$ cat src/rtl/sfifo_pkg.sv
// Shared definitions for the synchronous FIFO controller: pointer width,
// pointer-based full/empty helpers and reset values of the status flags.
package sfifo_pkg;

  localparam logic RST_OVF    = 1'b0;
  localparam logic RST_UDF    = 1'b0;
  localparam logic RST_RVALID = 1'b0;

  // One extra bit beyond the address distinguishes full from empty.
  function automatic int unsigned ptr_width(input int unsigned depth);
    return $clog2(depth) + 1;
  endfunction

  function automatic logic [31:0] ptr_diff(input logic [31:0] wptr,
                                           input logic [31:0] rptr,
                                           input int unsigned pw);
    logic [31:0] mask;
    mask = (pw >= 32) ? '1 : ((32'd1 << pw) - 32'd1);
    return (wptr - rptr) & mask;
  endfunction

  function automatic logic ptr_full(input logic [31:0] wptr,
                                    input logic [31:0] rptr,
                                    input int unsigned pw,
                                    input int unsigned depth);
    return ptr_diff(wptr, rptr, pw) == 32'(depth);
  endfunction

  function automatic logic ptr_empty(input logic [31:0] wptr,
                                     input logic [31:0] rptr,
                                     input int unsigned pw);
    return ptr_diff(wptr, rptr, pw) == 32'd0;
  endfunction

endpackage

$ cat src/rtl/sfifo_ram.sv
// Simple dual-port storage for sfifo_ctrl: one clock, gated write,
// registered read with enable (output register holds between reads).
module sfifo_ram #(
  parameter int WIDTH = 8,
  parameter int DEPTH = 16,
  parameter int AW    = 4
) (
  input  logic             clk,
  input  logic             rst,
  input  logic             i_we,
  input  logic [AW-1:0]    i_waddr,
  input  logic [WIDTH-1:0] i_wdata,
  input  logic             i_re,
  input  logic [AW-1:0]    i_raddr,
  output logic [WIDTH-1:0] o_rdata
);

  logic [WIDTH-1:0] r_mem [DEPTH];
  logic [WIDTH-1:0] r_rdata;

  // NOTE: the array has no reset so it maps onto RAM macros; only the
  // visible output register is cleared.
  always_ff @(posedge clk) begin
    if (i_we) r_mem[i_waddr] <= i_wdata;
  end

  // NOTE: sequential state uses non-blocking assignments so every register
  // samples pre-edge values regardless of process ordering.
  always_ff @(posedge clk or posedge rst) begin
    if (rst)       r_rdata <= '0;
    else if (i_re) r_rdata <= r_mem[i_raddr];
  end

  assign o_rdata = r_rdata;

endmodule

$ cat src/rtl/sfifo_ctrl.sv
// Synchronous FIFO with exact full/empty, occupancy count, live almost
// thresholds and sticky ovf/udf. Define SFIFO_FWFT_EN for first-word fall-through.
module sfifo_ctrl
  import sfifo_pkg::*;
#(
  parameter  int WIDTH = 8,
  parameter  int DEPTH = 16,
  localparam int AW    = $clog2(DEPTH)
) (
  input  logic             clk,
  input  logic             rst,
  input  logic             winc,
  input  logic [WIDTH-1:0] wdata,
  input  logic             rinc,
  output logic [WIDTH-1:0] rdata,
  output logic             rvalid,
  output logic             wfull,
  output logic             rempty,
  input  logic [AW:0]      afull_th,
  input  logic [AW:0]      aempty_th,
  output logic             almost_full,
  output logic             almost_empty,
  output logic [AW:0]      count,
  output logic             ovf,
  output logic             udf,
  input  logic             err_clr
);

  localparam int unsigned PW      = ptr_width(DEPTH);
  localparam logic [AW:0] PTR_ONE = (AW+1)'(1);

  logic [AW:0]      r_wptr, r_rptr;
  logic             r_ovf, r_udf;
  logic [AW:0]      w_count;
  logic             w_full, w_empty;
  logic             w_wenc, w_renc;
  logic             w_ram_re;
  logic [WIDTH-1:0] w_ram_rdata;

  assign w_wenc = winc & ~w_full;
  assign w_renc = rinc & ~w_empty;

`ifdef SFIFO_FWFT_EN
  // Prefetch path: RAM read register (mid) feeds the head-word register (out).
  logic             r_mid_v, r_out_v;
  logic [WIDTH-1:0] r_out_data;
  logic             w_ram_empty, w_mid_to_out;

  assign w_ram_empty  = ptr_empty(32'(r_wptr), 32'(r_rptr), PW);
  assign w_count      = (r_wptr - r_rptr) + (AW+1)'(r_mid_v) + (AW+1)'(r_out_v);
  assign w_full       = (w_count == (AW+1)'(DEPTH));
  assign w_empty      = ~r_out_v;
  assign w_mid_to_out = r_mid_v & (~r_out_v | w_renc);
  assign w_ram_re     = ~w_ram_empty & (~r_mid_v | w_mid_to_out);

  always_ff @(posedge clk or posedge rst) begin
    if (rst) begin
      r_mid_v    <= 1'b0;
      r_out_v    <= 1'b0;
      r_out_data <= '0;
    end else begin
      r_mid_v <= w_ram_re | (r_mid_v & ~w_mid_to_out);
      r_out_v <= w_mid_to_out | (r_out_v & ~w_renc);
      if (w_mid_to_out) r_out_data <= w_ram_rdata;
    end
  end

  assign rdata  = r_out_data;
  assign rvalid = r_out_v;
`else
  logic r_rvalid;

  assign w_count  = r_wptr - r_rptr;
  assign w_full   = ptr_full(32'(r_wptr), 32'(r_rptr), PW, DEPTH);
  assign w_empty  = ptr_empty(32'(r_wptr), 32'(r_rptr), PW);
  assign w_ram_re = w_renc;

  always_ff @(posedge clk or posedge rst) begin
    if (rst) r_rvalid <= RST_RVALID;
    else     r_rvalid <= w_renc;
  end

  assign rdata  = w_ram_rdata;
  assign rvalid = r_rvalid;
`endif

  sfifo_ram #(
    .WIDTH (WIDTH),
    .DEPTH (DEPTH),
    .AW    (AW)
  ) u_ram (
    .clk     (clk),
    .rst     (rst),
    .i_we    (w_wenc),
    .i_waddr (r_wptr[AW-1:0]),
    .i_wdata (wdata),
    .i_re    (w_ram_re),
    .i_raddr (r_rptr[AW-1:0]),
    .o_rdata (w_ram_rdata)
  );

  // Error flags: a rejected request sets its flag even when err_clr is high.
  always_ff @(posedge clk or posedge rst) begin
    if (rst) begin
      r_wptr <= '0;
      r_rptr <= '0;
      r_ovf  <= RST_OVF;
      r_udf  <= RST_UDF;
    end else begin
      if (w_wenc)   r_wptr <= r_wptr + PTR_ONE;
      if (w_ram_re) r_rptr <= r_rptr + PTR_ONE;
      if (winc & w_full)       r_ovf <= 1'b1;
      else if (err_clr)        r_ovf <= 1'b0;
      if (rinc & w_empty)      r_udf <= 1'b1;
      else if (err_clr)        r_udf <= 1'b0;
    end
  end

  assign count        = w_count;
  assign wfull        = w_full;
  assign rempty       = w_empty;
  assign almost_full  = (w_count >= afull_th);
  assign almost_empty = (w_count <= aempty_th);
  assign ovf          = r_ovf;
  assign udf          = r_udf;

endmodule
$ cat config.mk
export PLATFORM = sky130hd
export DESIGN_NAME = sfifo_ctrl
export DESIGN_NICKNAME = d
export VERILOG_FILES = /design/src/rtl/sfifo_pkg.sv /design/src/rtl/sfifo_ram.sv /design/src/rtl/sfifo_ctrl.sv
export SDC_FILE = /design/constraint.sdc
export NUM_CORES = 1
export LEC_CHECK = 0
export ABC_CLOCK_PERIOD_IN_PS = 4800
export BUFFER_PORTS_ARGS = -buffer_cell sky130_fd_sc_hd__buf_2
export CORE_MARGIN = 3
export CORE_UTILIZATION = 45
export CTS_CLUSTER_DIAMETER = 100
export DETAILED_ROUTE_END_ITERATION = 7
export GPL_TIMING_DRIVEN = 0
export PLACE_DENSITY = 0.65
export SYNTH_ARGS = -nofsm -noshare
export SYNTH_HDL_FRONTEND = slang
export SYNTH_SLANG_ARGS = --single-unit
$ cat constraint.sdc
create_clock -name clk -period 4.8 [get_ports clk]
set_clock_uncertainty 0.1 [all_clocks]
set_input_delay 1.44 -clock clk [delete_from_list [all_inputs] [get_ports clk]]
set_output_delay 1.44 -clock clk [all_outputs]
set_load 0.1 [all_outputs]
==> summary.txt <==
Cells and area
  • Count of filler cells inserted in the layout: between 1000 and 1500
  • Area growth from synthesis to layout: 19.4%
  • Final-stage net count: roughly 450
  • Commonest non-fill, non-tap cells in the layout: 128 x edfxtp_1, 41 x buf_2, 32 x mux4_2, 20 x dfrtp_1
  • Most common library cell in the layout ignoring fill and taps: edfxtp_1
  • Antenna diode count: 0
  • Share of layout cells above drive strength 1: ~35%

Timing
  • Fin crit period: ~4700 ps
  • Least-Margin Pin Slew: 1030 ps
  • Total negative setup slack: 0 ps
  • Endpoints failing hold: 0
  • Total of endpoints with negative setup slack in the final report: 0
  • Count of pins over their slew limit: 0
  • Fmax: 215 MHz
  • Hold Worst Slack: approximately 400 ps
  • Rel. slew slack: slightly above 30%
  • Portion of the clock cycle consumed by the worst path in the final layout: between 90% and 100%

Yosys
  • Number of nets produced by synthesis: roughly 380
  • Area fraction in and, or, nand and nor cells after synthesis: under 10%
  • Post-synthesis cell type count: between 40 and 50
  • Area share of the largest cell type after synthesis: between 60% and 70%
  • Count of synthesis-stage warnings from yosys: 0
  • Number of enable-type register cells in the synthesized netlist: 128
  • Cells taking the most area after synthesis: edfxtp_1 61%, mux4_2 11%, dfrtp_1 8.3%, ha_1 3.2%, mux2_4 1.9%
  • Parity-gate share of the synthesized area counting xor and xnor cells: approximately 1.7%
  • Compound-Gate Fraction of Synth Area: under 10%
  • Most used DFF post-synth: edfxtp_1
  • Share of synthesized cell area in full adder, half adder and majority cells: under 10%
  • Register area share after synthesis: just under 70%
  • Mux cell area share after synthesis: 13.7%
  • Fraction of registers with async set/reset: 14.1%
  • Synth Register Bits: roughly 150
  • Average footprint of a synthesized cell: 18.4 um^2
  • Post-synthesis instance total: between 300 and 400
  • Largest area contributor in the synthesized netlist: edfxtp_1
  • Post-synthesis instance area: around 6300 um^2
  • Dominant combinational cell family by area after synthesis: multiplexers

Routing
  • Final ANT Viol Nets: 0
  • Number of DRC markers in iteration 0: 191
  • Total wirelength of the detailed-routed design: between 10 and 15 mm
  • Final routed DRC violation total: 0
  • Drt first pass iters: 4
  • Number of vias per cell after detailed routing: 5.46
  • Average routed wire per standard cell: 21.3 um
  • Via count of the routed design: 3259

Global routing
  • Wire length of the first global-routing pass: 19.4 mm
  • Maximum number of pins on one net before global-route repair: 22
  • Total global routing overflow: 0
  • Tot GR Track Use: 17.1%
  • Via count of the first global-routing pass: ~3400
  • Number of antenna violations at the first check in global routing: 0

Placed design
  • Placer Congestion: 0.834
  • HPWL after detailed placement: slightly above 8 mm
  • Number of port buffers: 42

Critical path
  • Buffering stage count on the worst path with inverters included: 3
  • Delay of the slowest cell on the worst path: around 420 ps
  • Nature of the critical path startpoint: register
  • Cells traversed along the worst timing path: ha_2 -> inv_1 -> fa_2 -> buf_4 -> xor2_1 -> ha_1 -> a21o_1 -> a21oi_1 -> and2_1 -> o21ai_1 -> a21oi_4 -> buf_12
  • Crit path required time: 3260 ps
  • CP Capture Type: output port
  • Cell type of the slowest stage on the worst timing path: dfrtp_1
  • Maximum fanout along the worst path: 3
  • Gate family responsible for the most delay along the worst path: adder cells
  • Worst setup path category: register to output port
  • WP data arrival: around 3100 ps

Run
  • Max-cap check violation count: 0

Floorplanning
  • Horiz. Die Dim: around 120 um
  • Initial Util: 46.9%
  • Vertical die dimension: 124 um
  • Die area: 15500 um^2
  • Number of top-level pins: 43
  • Core ar.: 13500 um^2
  • Count of standard-cell rows: 42

Clock tree
  • CTS H-tree lvls: 4
  • Clock Pin Slew Worst Setup and Hold Paths: about 60 ps
  • Clock tree sinks: 149
  • Worst-skew pair later-pin latency: between 400 and 500 ps
  • CTS tree: yes
  • Deepest clock path buffer count: 2
  • Number of buffers inserted during clock tree synthesis: 17
  • Clock root buffer: clkbuf_16
  • Number of hold-repair buffers added at the cts stage: 0

Min path
  • Class of the tightest hold or removal check: register to register

Run status
  • Run status: finished clean
==> worst reg2reg max path, stage by stage (launching register included) <==
cell	delay [ps]
dfrtp_1	420
ha_2	210
inv_1	60
fa_2	360
buf_4	170
xor2_4	200
nor3_2	90
o221a_4	160
nor3b_2	860
==> kinds of logic after synthesis <==
family | count (synthesis)
compound gates | 33
xor+xnor | 12
fa+ha+maj | 18
buf+inv | 31
flops | 149
mux | 42
simple gates | 57
==> per-stage QoR <==
step | util (%) | setup WS (ps) | std cells | area [um^2]
after floorplan | - | -179 | 342 | 6360
after global placement | 50.5 | -286 | 560 | 6790
after detailed placement | 50.5 | -342 | 560 | 6790
after CTS | 55.6 | 1.62 | 594 | 7470
after global routing | 56.0 | -4.91 | 597 | 7530
final | 56.0 | 144 | 597 | 7530
==> final cells by class <==
class / count / area (um^2) / area share (%)
multi-input cells: 162 / 1880 / 24.9
flip-flops and latches: 149 / 4370 / 58.0
clock inverters: 10 / 154 / 2.04
repair buffers: 48 / 270 / 3.59
well taps: 176 / 220 / 2.92
inverters: 21 / 78.8 / 1.05
plain buffers: 9 / 86.3 / 1.15
clock buffers: 22 / 474 / 6.30
==> cell usage after synthesis (4+ instances only) <==
cell type / count
a21oi_1: 6
dfrtp_1: 21
xnor2_1: 6
buf_6: 5
mux2_4: 8
edfxtp_1: 128
and3_1: 18
inv_1: 18
mux4_2: 32
nor2_1: 14
xor2_1: 6
clkbuf_1: 4
nand2_1: 5
ha_1: 16
o22ai_1: 16
==> state kept, by name (all words and copies together) (netlist names) <==
name and count:
u_ram.r_mem 128, u_ram.o_rdata 8, r_wptr 5, ovf 1, udf 1, rvalid 1, r_rptr 5
==> per-layer routing <==
| layer | part of all wire, % | routed length [um] | global-route usage (%) | vias up |
|---|---|---|---|---|
| met2 | 51 | 6490 | 28.0 | 107 |
| li1 | - | - | - | 1497 |
| met5 | 0 | 0 | 0 | - |
| met4 | 1.7 | 212 | 6.13 | 0 |
| met1 | 41 | 5220 | 21.5 | 1640 |
| met3 | 6.0 | 766 | 5.57 | 15 |
==> path summary, 6_finish.rpt <==
check	start	to	slack [ps]	cells past startpoint
hold / removal	ovf	ovf	410	1
min in group asynchronous	rst	udf	1100	2
max in group asynchronous	rst	r_rptr[2]	2890	2
setup reg to reg	r_rptr[0]	u_ram.r_mem[15][4]	1790	8
setup / recovery	r_rptr[0]	almost_empty	140	12
hold reg to reg	ovf	ovf	410	1
==> timing repair <==
item / CTS / global route
pin swaps: 2 / 5
setup endpoints to repair: 4 / 1
setup buffers: 3 / 3
resized for setup: 13 / 6
Power is left out: the tool's default activity adds up to more than one toggle a clock period on the data nets, which glitch-free logic cannot reach.
